### src/rtl/station_pkg.sv
// station_pkg
// Shared definitions for the station system display path.
//   - station_e    : station codes shared with the material system
//   - disp_state_e : display FSM state encoding
//   - glyph_e      : display character codes, decoded by glyph_seg()
//   - SEG_*        : active-low segment patterns, bit order {g,f,e,d,c,b,a}
package station_pkg;

  typedef enum logic [1:0] {
    START  = 2'd0,
    HOT    = 2'd1,
    COLD   = 2'd2,
    FINISH = 2'd3
  } station_e;

  typedef enum logic {
    ST_IDLE = 1'b0,
    ST_SHOW = 1'b1
  } disp_state_e;

  // Codes 0..9 are the decimal digits so a BCD count maps straight onto them.
  typedef enum logic [4:0] {
    G_0 = 5'd0, G_1 = 5'd1, G_2 = 5'd2, G_3 = 5'd3, G_4 = 5'd4,
    G_5 = 5'd5, G_6 = 5'd6, G_7 = 5'd7, G_8 = 5'd8, G_9 = 5'd9,
    G_S = 5'd10, G_T = 5'd11, G_R = 5'd12, G_H = 5'd13, G_O = 5'd14,
    G_C = 5'd15, G_L = 5'd16, G_D = 5'd17, G_N = 5'd18, G_E = 5'd19,
    G_DASH = 5'd20, G_BLANK = 5'd21
  } glyph_e;

  localparam logic [6:0] SEG_BLANK = 7'h7F;
  localparam logic [6:0] SEG_DASH  = 7'h3F;

  // Active-low segment pattern for a glyph code; unused codes show a dash.
  function automatic logic [6:0] glyph_seg(input logic [4:0] code);
    logic [6:0] s;
    case (code)
      5'd0:  s = 7'h40;
      5'd1:  s = 7'h79;
      5'd2:  s = 7'h24;
      5'd3:  s = 7'h30;
      5'd4:  s = 7'h19;
      5'd5:  s = 7'h12;
      5'd6:  s = 7'h02;
      5'd7:  s = 7'h78;
      5'd8:  s = 7'h00;
      5'd9:  s = 7'h10;
      5'd10: s = 7'h12;  // S
      5'd11: s = 7'h07;  // t
      5'd12: s = 7'h2F;  // r
      5'd13: s = 7'h0B;  // h
      5'd14: s = 7'h23;  // o
      5'd15: s = 7'h46;  // C
      5'd16: s = 7'h47;  // L
      5'd17: s = 7'h21;  // d
      5'd18: s = 7'h2B;  // n
      5'd19: s = 7'h06;  // E
      5'd20: s = SEG_DASH;
      5'd21: s = SEG_BLANK;
      default: s = SEG_DASH;
    endcase
    return s;
  endfunction

endpackage

### src/rtl/station_display_if.sv
// station_display_if
// Bundles the trigger/station inputs from the material system with the
// seven-segment outputs of the display.
//   correctStation : trigger level (display acts on rising edge)
//   station        : 2-bit station code
//   seg / an / dp  : active-low segments {g,f,e,d,c,b,a}, digit enables, dp
// Modports: master = material-system side, slave = display.
interface station_display_if;
  logic       correctStation;
  logic [1:0] station;
  logic [6:0] seg;
  logic [3:0] an;
  logic       dp;

  modport master (
    output correctStation,
    output station,
    input  seg,
    input  an,
    input  dp
  );

  modport slave (
    input  correctStation,
    input  station,
    output seg,
    output an,
    output dp
  );
endinterface

### src/rtl/seg_scan_mux.sv
// seg_scan_mux
// Multiplexes four glyphs onto a common-anode 4-digit display.
//   clk    : clock
//   srst   : synchronous active-high reset
//   glyphs : four active-low segment patterns, index 0 = leftmost digit
//   seg    : registered active-low segments
//   an     : registered active-low digit enables, an[3] = leftmost
// Each digit stays enabled for REFRESH_CYCLES clocks.
module seg_scan_mux #(
  parameter int REFRESH_CYCLES = 2
) (
  input  logic            clk,
  input  logic            srst,
  input  logic [3:0][6:0] glyphs,
  output logic [6:0]      seg,
  output logic [3:0]      an
);

  localparam int SCAN_W = (REFRESH_CYCLES > 1) ? $clog2(REFRESH_CYCLES) : 1;
  localparam logic [SCAN_W-1:0] SCAN_LAST = SCAN_W'(REFRESH_CYCLES - 1);

  logic [SCAN_W-1:0] scan_cnt_q, scan_cnt_d;
  logic [1:0]        digit_idx_q, digit_idx_d;
  logic [6:0]        seg_q, seg_d;
  logic [3:0]        an_q, an_d;
  logic [3:0]        an_dec;

  // digit_idx 0 is the leftmost digit, which is an[3].
  genvar gi;
  generate
    for (gi = 0; gi < 4; gi++) begin : g_an
      assign an_dec[gi] = (digit_idx_q != 2'(3 - gi));
    end
  endgenerate

  always_comb begin
    scan_cnt_d  = scan_cnt_q + SCAN_W'(1);
    digit_idx_d = digit_idx_q;
    if (scan_cnt_q == SCAN_LAST) begin
      scan_cnt_d  = '0;
      digit_idx_d = digit_idx_q + 2'd1;
    end
    // seg and an come from the same digit index and share one register stage.
    seg_d = glyphs[digit_idx_q];
    an_d  = an_dec;
  end

  always_ff @(posedge clk) begin
    if (srst) begin
      scan_cnt_q  <= '0;
      digit_idx_q <= 2'd0;
      seg_q       <= 7'h7F;
      an_q        <= 4'hF;
    end else begin
      scan_cnt_q  <= scan_cnt_d;
      digit_idx_q <= digit_idx_d;
      seg_q       <= seg_d;
      an_q        <= an_d;
    end
  end

  assign seg = seg_q;
  assign an  = an_q;

endmodule

### src/rtl/station_display.sv
// station_display
// Seven-segment receiver for the station system. Idle shows "St" + blank +
// count of correct-station events; each rising edge of correctStation shows
// the station word for HOLD_CYCLES clocks, then returns to the count.
//   CLK   : station-system clock
//   reset : synchronous active-high reset
//   bus   : station_display_if.slave (correctStation, station in;
//           seg, an, dp out)
module station_display
  import station_pkg::*;
#(
  parameter int REFRESH_CYCLES = 2,
  parameter int HOLD_CYCLES    = 3000
) (
  input  logic               CLK,
  input  logic               reset,
  station_display_if.slave   bus
);

  localparam int HOLD_W = (HOLD_CYCLES > 1) ? $clog2(HOLD_CYCLES) : 1;
  localparam logic [HOLD_W-1:0] HOLD_LOAD = HOLD_W'(HOLD_CYCLES - 1);

  logic              cs_q;
  logic              trig_edge;
  disp_state_e       state_q, state_d;
  station_e          station_q, station_d;
  logic [HOLD_W-1:0] hold_q, hold_d;
  logic [3:0]        count_q, count_d;

  glyph_e            word_w [4];
  logic [3:0][6:0]   glyphs_w;
  logic [6:0]        seg_w;
  logic [3:0]        an_w;

  assign trig_edge = bus.correctStation & ~cs_q;

  always_comb begin
    state_d   = state_q;
    station_d = station_q;
    hold_d    = hold_q;
    count_d   = count_q;
    if (trig_edge) begin
      // Entry and retrigger behave the same, including an edge that lands
      // on the last hold cycle.
      state_d   = ST_SHOW;
      station_d = station_e'(bus.station);
      hold_d    = HOLD_LOAD;
      count_d   = (count_q == 4'd9) ? 4'd0 : count_q + 4'd1;
    end else if (state_q == ST_SHOW) begin
      if (hold_q == '0) begin
        state_d = ST_IDLE;
      end else begin
        hold_d = hold_q - HOLD_W'(1);
      end
    end
  end

  always_ff @(posedge CLK) begin
    if (reset) begin
      cs_q      <= 1'b0;
      state_q   <= ST_IDLE;
      station_q <= START;
      hold_q    <= '0;
      count_q   <= 4'd0;
    end else begin
      cs_q      <= bus.correctStation;
      state_q   <= state_d;
      station_q <= station_d;
      hold_q    <= hold_d;
      count_q   <= count_d;
    end
  end

  // The word is chosen from next-state values so the digit registered on the
  // trigger edge already carries the new word.
  always_comb begin
    word_w[0] = G_S;
    word_w[1] = G_T;
    word_w[2] = G_BLANK;
    word_w[3] = glyph_e'({1'b0, count_d});
    if (state_d == ST_SHOW) begin
      unique case (station_d)
        START: begin
          word_w[0] = G_S; word_w[1] = G_T; word_w[2] = G_R; word_w[3] = G_T;
        end
        HOT: begin
          word_w[0] = G_H; word_w[1] = G_O; word_w[2] = G_T; word_w[3] = G_BLANK;
        end
        COLD: begin
          word_w[0] = G_C; word_w[1] = G_O; word_w[2] = G_L; word_w[3] = G_D;
        end
        FINISH: begin
          word_w[0] = G_D; word_w[1] = G_O; word_w[2] = G_N; word_w[3] = G_E;
        end
      endcase
    end
  end

  genvar gi;
  generate
    for (gi = 0; gi < 4; gi++) begin : g_glyph
      assign glyphs_w[gi] = glyph_seg(word_w[gi]);
    end
  endgenerate

  seg_scan_mux #(
    .REFRESH_CYCLES(REFRESH_CYCLES)
  ) u_scan (
    .clk    (CLK),
    .srst   (reset),
    .glyphs (glyphs_w),
    .seg    (seg_w),
    .an     (an_w)
  );

  assign bus.seg = seg_w;
  assign bus.an  = an_w;
  assign bus.dp  = 1'b1;

endmodule
### src/flat_wrapper.sv
// flat-port wrapper written by rule: the top's interface ports become plain ports
module station_display_flat import station_pkg::*;
#(
  parameter int REFRESH_CYCLES = 2,
  parameter int HOLD_CYCLES    = 3000
)
  (CLK, reset, bus_correctStation, bus_station, bus_seg, bus_an, bus_dp);
  station_display_if bus_i ();
  input  logic CLK;
  input  logic reset;
  input wire logic [$bits(bus_i.correctStation)-1:0] bus_correctStation;
  input wire logic [$bits(bus_i.station)-1:0] bus_station;
  output wire logic [$bits(bus_i.seg)-1:0] bus_seg;
  output wire logic [$bits(bus_i.an)-1:0] bus_an;
  output wire logic [$bits(bus_i.dp)-1:0] bus_dp;
  assign bus_i.correctStation = bus_correctStation;
  assign bus_i.station = bus_station;
  assign bus_seg = bus_i.seg;
  assign bus_an = bus_i.an;
  assign bus_dp = bus_i.dp;
  station_display #(.REFRESH_CYCLES(REFRESH_CYCLES), .HOLD_CYCLES(HOLD_CYCLES)) u_core (.CLK(CLK), .reset(reset), .bus(bus_i));
endmodule
### config.mk
export PLATFORM = sky130hd
export DESIGN_NAME = station_display_flat
export DESIGN_NICKNAME = d
export VERILOG_FILES = /design/src/rtl/station_pkg.sv /design/src/rtl/station_display_if.sv /design/src/rtl/seg_scan_mux.sv /design/src/rtl/station_display.sv /design/src/flat_wrapper.sv
export SDC_FILE = /design/constraint.sdc
export NUM_CORES = 1
export LEC_CHECK = 0
export ABC_AREA = 1
export BUFFER_PORTS_ARGS = -buffer_cell sky130_fd_sc_hd__buf_2
export CAP_MARGIN = 10
export CORE_AREA = 2 2 73 93
export DETAILED_ROUTE_END_ITERATION = 10
export DIE_AREA = 0 0 75 95
export PLACE_DENSITY = 0.64
export SYNTH_ARGS = -nofsm -noshare
export SYNTH_HDL_FRONTEND = slang
export SYNTH_SLANG_ARGS = --single-unit
### constraint.sdc
create_clock -name CLK -period 3.6 [get_ports CLK]
set_input_delay 0.72 -clock CLK [delete_from_list [all_inputs] [get_ports CLK]]
set_output_delay 0.72 -clock CLK [all_outputs]
set_load 0.01 [all_outputs]
### Yosys cells after proc, flatten, opt, wreduce, memory -nomap -nowiden

Memories as Yosys holds them, arrays and structs flattened.
Cells that the tools add are included.

* bits in registers: 34
* ROM bits: 896
* input port bits: 5
* output and inout bits: 12
* word-level logic and storage cells: 51
* memories: 4

Memory list
* (no name shown): depth 32, width 7, read ports 1, clocked after memory_dff 0, wr ports 0, line station_pkg.sv:36 `case (code)`
* (no name shown): depth 32, width 7, read ports 1, clocked after memory_dff 0, wr ports 0, line station_pkg.sv:36
* (no name shown): depth 32, width 7, read ports 1, clocked after memory_dff 0, wr ports 0, line station_pkg.sv:36
* (no name shown): depth 32, width 7, read ports 1, clocked after memory_dff 0, wr ports 0, line station_pkg.sv:36

* add/subtract/negate cells: 4
* order comparisons: 1
* eq/ne operators: 8
* mux-type cells: 13
* bitwise operators: 3
* reduce and logical (&&, ||, !) cells: 8

Operator list (number)
* $pmux W20 S4: 1
* $mux W12: 3
* $mux W20: 1
* $bmux W7 S2: 1
* $logic_not A12 Y1: 1
* $sub A12 B1 Y12 const B: 1
* $mux W4: 2
* $mux W7: 1
* $add A4 B1 Y4 const B: 1
* $eq A2 B2 Y1 const B: 2
* $eq A4 B4 Y1 const B: 1
* $ne A2 B1 Y1 const B: 2
* $ne A2 B2 Y1 const B: 2
* $reduce_and A2 Y1: 2
* $reduce_bool A2 Y1: 2
* $reduce_or A2 Y1: 2
* $lt A2 B3 Y1 const B: 1
* $mux W1: 3
* $add A2 B1 Y2 const B: 1
* $eq A2 B1 Y1 const B: 1
* $logic_not A2 Y1: 1
* $mux W2: 1
* $not A1 Y1: 2
* $add A1 B1 Y1 const B: 1
* $and A1 B1 Y1: 1

### Longest topological paths before layout

An unclocked memory read counts as a cell.

* word-level depth: 9
* depth in mapped cells: 19
* depth with buffers taken out: 19

### By module

Synthesis repeated with hierarchy kept, for this count alone.

* cells, all modules: 385
* area, all modules: 2571.2 um^2

Modules (own cells, without submodules)
* station_display: times used 1, cells each 292, area each 1890.6 um^2, sequential area each 400.4 um^2
* seg_scan_mux: times used 1, cells each 93, area each 680.7 um^2, sequential area each 280.3 um^2

### Least setup slack after synthesis

OpenSTA, ideal clock, no wires.

* path kind: in2reg
* start: input bus_correctStation
* end: register u_core.u_scan.seg_q[2], in the netlist u_core.u_scan.seg[2]
* setup time: 112 ps
* arrival: 2470 ps
* required time: 3488 ps
* slack: 1018 ps
* cell stages on the path: 14
* path buffers: 0
* cells stage by stage: nand2_4 o21ai_1 inv_2 ha_1 nor2_1 ha_1 inv_1 nand2_1 nand3_1 nand3_1 nand3_1 nand2_1 inv_1 nand2_1

* word-level cells in the longest chain between the ends: 8
* elaborated cells on any way between the ends: 16
* those cells by class: 3 x eq/ne; 7 x mux; 1 x bitwise; 1 x reduce/logical; 4 x memory

RTL lines
* start: declaration: line flat_wrapper.sv:11 `input wire logic [$bits(bus_i.correctStation)-1:0] bus_correctStation;`
* $and A1 B1 Y1 (*): line station_display.sv:35 `assign trig_edge = bus.correctStation & ~cs_q;`
* $mux W2 (*): line station_display.sv:42 `if (trig_edge) begin`
* via u_core.station_d[0]: line station_display.sv:26 `station_e station_q, station_d;`
* $eq A2 B2 Y1 (tied with other cells): line station_display.sv:82 `unique case (station_d)`
* $pmux W20 S4 (*): line station_display.sv:82
* $mux W20 (*): line station_display.sv:81 `if (state_d == ST_SHOW) begin`
* $mem_v2 Z32 W7
* $bmux W7 S2 (*): line seg_scan_mux.sv:44 `seg_d = glyphs[digit_idx_q];`
* $mux W7 (not written as such) (*): line seg_scan_mux.sv:44
* end signal: assignment: line seg_scan_mux.sv:57 `seg_q <= seg_d;`
* end: declaration: line seg_scan_mux.sv:24 `logic [6:0] seg_q, seg_d;`

Mark *: on every way through the listed nets, which the timed path passes. The rest lies on a longest branch. The select of a mux whose other input is x is not followed.
A chain may end at the register's enable or synchronous reset.

### Worst setup path in the final report

Ends and elaborated chain as after synthesis.

==> metrics.txt <==
result of the run=finished, final reports clean; capturing element type of the critical path=flip-flop; hold-fix buffer count after cts=0; Synth Flop Type=sky130_fd_sc_hd__dfxtp_1; overall track demand over capacity in global routing=about 17%; Slowest-stage cell, CP=sky130_fd_sc_hd__o21ai_1; hold_sp=u_core.u_scan.scan_cnt_q; number of search-and-repair iterations in the first detailed-routing pass=4; Fin Clk Skew=between 0.01 and 0.015 ns; post-synthesis to final-layout area growth=11.3%; initial cell density of the core=between 30% and 40%; I/O pin cnt=17; Mean Syn Cell Area=6.54 um^2; total via count after detailed routing=~2300; data required time at the worst endpoint=~3.8 ns; chip height=95 um; number of setup buffers added after CTS=0; post-detailed-placement half-perimeter wirelength=4210 um; worst r2r path cells=15; remaining global-route overflow=0; Setup Total Neg Slack=0 ns; hold depth=1; Synth Net Count=397; cell-by-cell trace of the critical path=buf_2, nand2_4, o21ai_1, inv_2, ha_1, nor2_1, ha_1, inv_1, nand2_1, nand3_1, nand3_1, nand3_1, nand2_1, inv_1, nand2_1; Placed Instances=between 400 and 500; DIE AREA=7130 um^2; # setup viols final=0; area inside the core boundary=6320 um^2; proportion of layout cells with a drive suffix above 1=13.2%; number of standard cells in the layout, taps in and fillers out=roughly 470; top cell type by total area after synthesis=sky130_fd_sc_hd__dfxtp_1; f_max=0.357 GHz; Worst Path Class, Setup=in2reg; Crit Reg-Reg Startpoint=u_core.cs_q; kind of path behind the tightest hold check=reg2reg; period utilisation layout=77.8%; DP Worst Slack=roughly 0.53 ns; Max clock buf depth=2; critical path's top delay family=simple AND/OR/NAND/NOR gates; clk slew on worst S/H paths=about 0.080 ns; capturing point of the worst reg2reg path=u_core.u_scan.seg[2]; ranking of synthesized cells by area=sky130_fd_sc_hd__dfxtp_1 28%, sky130_fd_sc_hd__nand2_1 15%, sky130_fd_sc_hd__ha_1 10%; maximum ir drop on the vdd rail=151 uV; Via-to-Cell Ratio=approximately 4.9; static leakage=1.30 nW; DRC marker count from the first detailed-route iteration=90; share of synthesized area occupied by flip-flops and latches=between 20 and 30%; remaining number of nets flagged by the antenna check after routing=0; number of pins exceeding their max-slew limit in the final report=0; kind of start point of the critical path=primary input; commonest non-fill, non-tap cell in the layout=sky130_fd_sc_hd__nand2_1; drt drc=0; maximum single-stage delay on the critical path=0.41 ns; Skew-Pair Late Insertion Delay=0.30 ns; number of flops mapped to enable cells by yosys=0; Yosys top cell area share=28.0%; Endpoint, Worst Hold=u_core.u_scan.scan_cnt_q; I/O Buffers=15; CP Max Fanout=16; total wirelength of the detailed-routed design=approximately 5500 um; most frequent cells in the layout=98 x sky130_fd_sc_hd__nand2_1, 45 x sky130_fd_sc_hd__inv_1, 38 x sky130_fd_sc_hd__nand3_1; via count of the first global-routing pass=2211; instance count of the mapped netlist=372; Root Driver=sky130_fd_sc_hd__clkbuf_8; Std-Cell Rows=33; data arrival time at the worst-slack endpoint=2.99 ns; total number of clock tree sinks=34; Inserted Clock Buffers=5; count of max-cap constraint violations=0; PwrDens=446 nW/um^2; flip-flop and latch count after synthesis=34; Ys Warns=0; utilization after layout=42.8%; largest net degree at the start of global routing=22; wire length per cell after detailed routing=11.6 um; Die Wd=75 um; number of hold-slack violations in the final timing report=0; number of buffer and inverter instances along the worst setup path=4; unrepaired setup endpoints after global routing=no; antenna violations before repair=0; flop2flop setup slack=0.95 ns; share of flip-flops with an asynchronous set or reset=0%; cell area after synthesis=between 2000 and 2500 um^2; number of diodes added for antenna fixing=0; CTS tree=yes; quantity of gates resized following cts=0; RePlAce Congestion=approximately 0.90; Final Critical Period=2.80 ns; final layout net count=410; wire length of the first global-routing pass=9750 um; H-tree lvl count=2; count of different cell masters after synthesis=37; Final WS setup=0.801 ns
-- metrics by stage --
stage	hold WS [ns]	cell area (um^2)	power [mW]
CTS	0.493	2710	1.21
detailed placement	0.476	2570	0.778
global route	0.512	2710	1.29
global placement	0.465	2570	0.776
finish	0.483	2710	1.21
floorplan	0.438	2430	0.705
-- cells by family after synthesis --
family | count (synthesis) | synth area share (%)
xor gates and xnor gates | 3 | 1.08
adders and majority gates | 20 | 10.3
other | 1 | 0.154
buffers and inverters | 59 | 9.68
DFF | 34 | 28.0
AOI/OAI and AO/OA | 51 | 11.5
and+or+nand+nor | 204 | 39.3
-- final cells by class --
class,instances,area (um^2)
inverter,50,188
fill,687,3610
multi-input combinational,279,1520
tap,87,109
sequential,34,681
timing repair buffer,15,75.1
clock inverter,3,68.8
clock buffer,5,68.8
-- cells in the mapped netlist, types with 2 or more instances --
library cell,instances
sky130_fd_sc_hd__nand2_1,98
sky130_fd_sc_hd__inv_1,45
sky130_fd_sc_hd__nand3_1,38
sky130_fd_sc_hd__dfxtp_1,34
sky130_fd_sc_hd__nor2_1,33
sky130_fd_sc_hd__ha_1,20
sky130_fd_sc_hd__o21ai_0,19
sky130_fd_sc_hd__a21oi_1,17
sky130_fd_sc_hd__nand2_4,8
sky130_fd_sc_hd__nor3_1,6
sky130_fd_sc_hd__clkbuf_1,5
sky130_fd_sc_hd__nand2_2,5
sky130_fd_sc_hd__a31oi_1,4
sky130_fd_sc_hd__inv_2,4
sky130_fd_sc_hd__nor2_2,4
sky130_fd_sc_hd__o21ai_1,4
sky130_fd_sc_hd__o211ai_1,3
sky130_fd_sc_hd__buf_2,2
sky130_fd_sc_hd__nand4_1,2
sky130_fd_sc_hd__nor2_4,2
sky130_fd_sc_hd__or2_2,2
sky130_fd_sc_hd__xnor2_1,2
-- worst max-delay path by stage --
stage / end / slack (ns) / depth (start not counted) / start
CTS: u_core.u_scan.seg[2] / 0.84 / 15 / bus_correctStation
floorplan: u_core.u_scan.seg[2] / 1.02 / 14 / bus_correctStation
global placement: u_core.u_scan.seg[2] / 0.62 / 15 / bus_correctStation
finish: u_core.u_scan.seg[2] / 0.80 / 15 / bus_correctStation
detailed placement: u_core.u_scan.seg[2] / 0.53 / 15 / bus_correctStation
global route: u_core.u_scan.seg[2] / 0.57 / 15 / bus_correctStation
-- per-layer routing --
metal / vias to the layer above / wire (um) / GRT usage [%]
li1: 1219 / - / -
met3: 11 / 161 / 2.77
met5: - / 0 / 0
met1: 1057 / 2500 / 20.6
met4: 0 / 110 / 5.95
met2: 37 / 2740 / 30.8
-- flip-flops by register name, summed over array words and instances (netlist names) --
| register | flops |
|---|---|
| u_core.u_scan.an | 4 |
| u_core.u_scan.digit_idx_q | 2 |
| u_core.hold_q | 12 |
| u_core.state_q | 1 |
| u_core.count_q | 4 |
| u_core.u_scan.scan_cnt_q | 1 |
| u_core.station_q | 2 |
| u_core.cs_q | 1 |
| u_core.u_scan.seg | 7 |
-- power by group --
group / leakage (nW) / internal, mW / switching, mW
Clock: 0.0683 / 0.278 / 0.156
Combinational: 0.947 / 0.116 / 0.228
Sequential: 0.281 / 0.407 / 0.0220
Power figures use the tool's default switching activity.
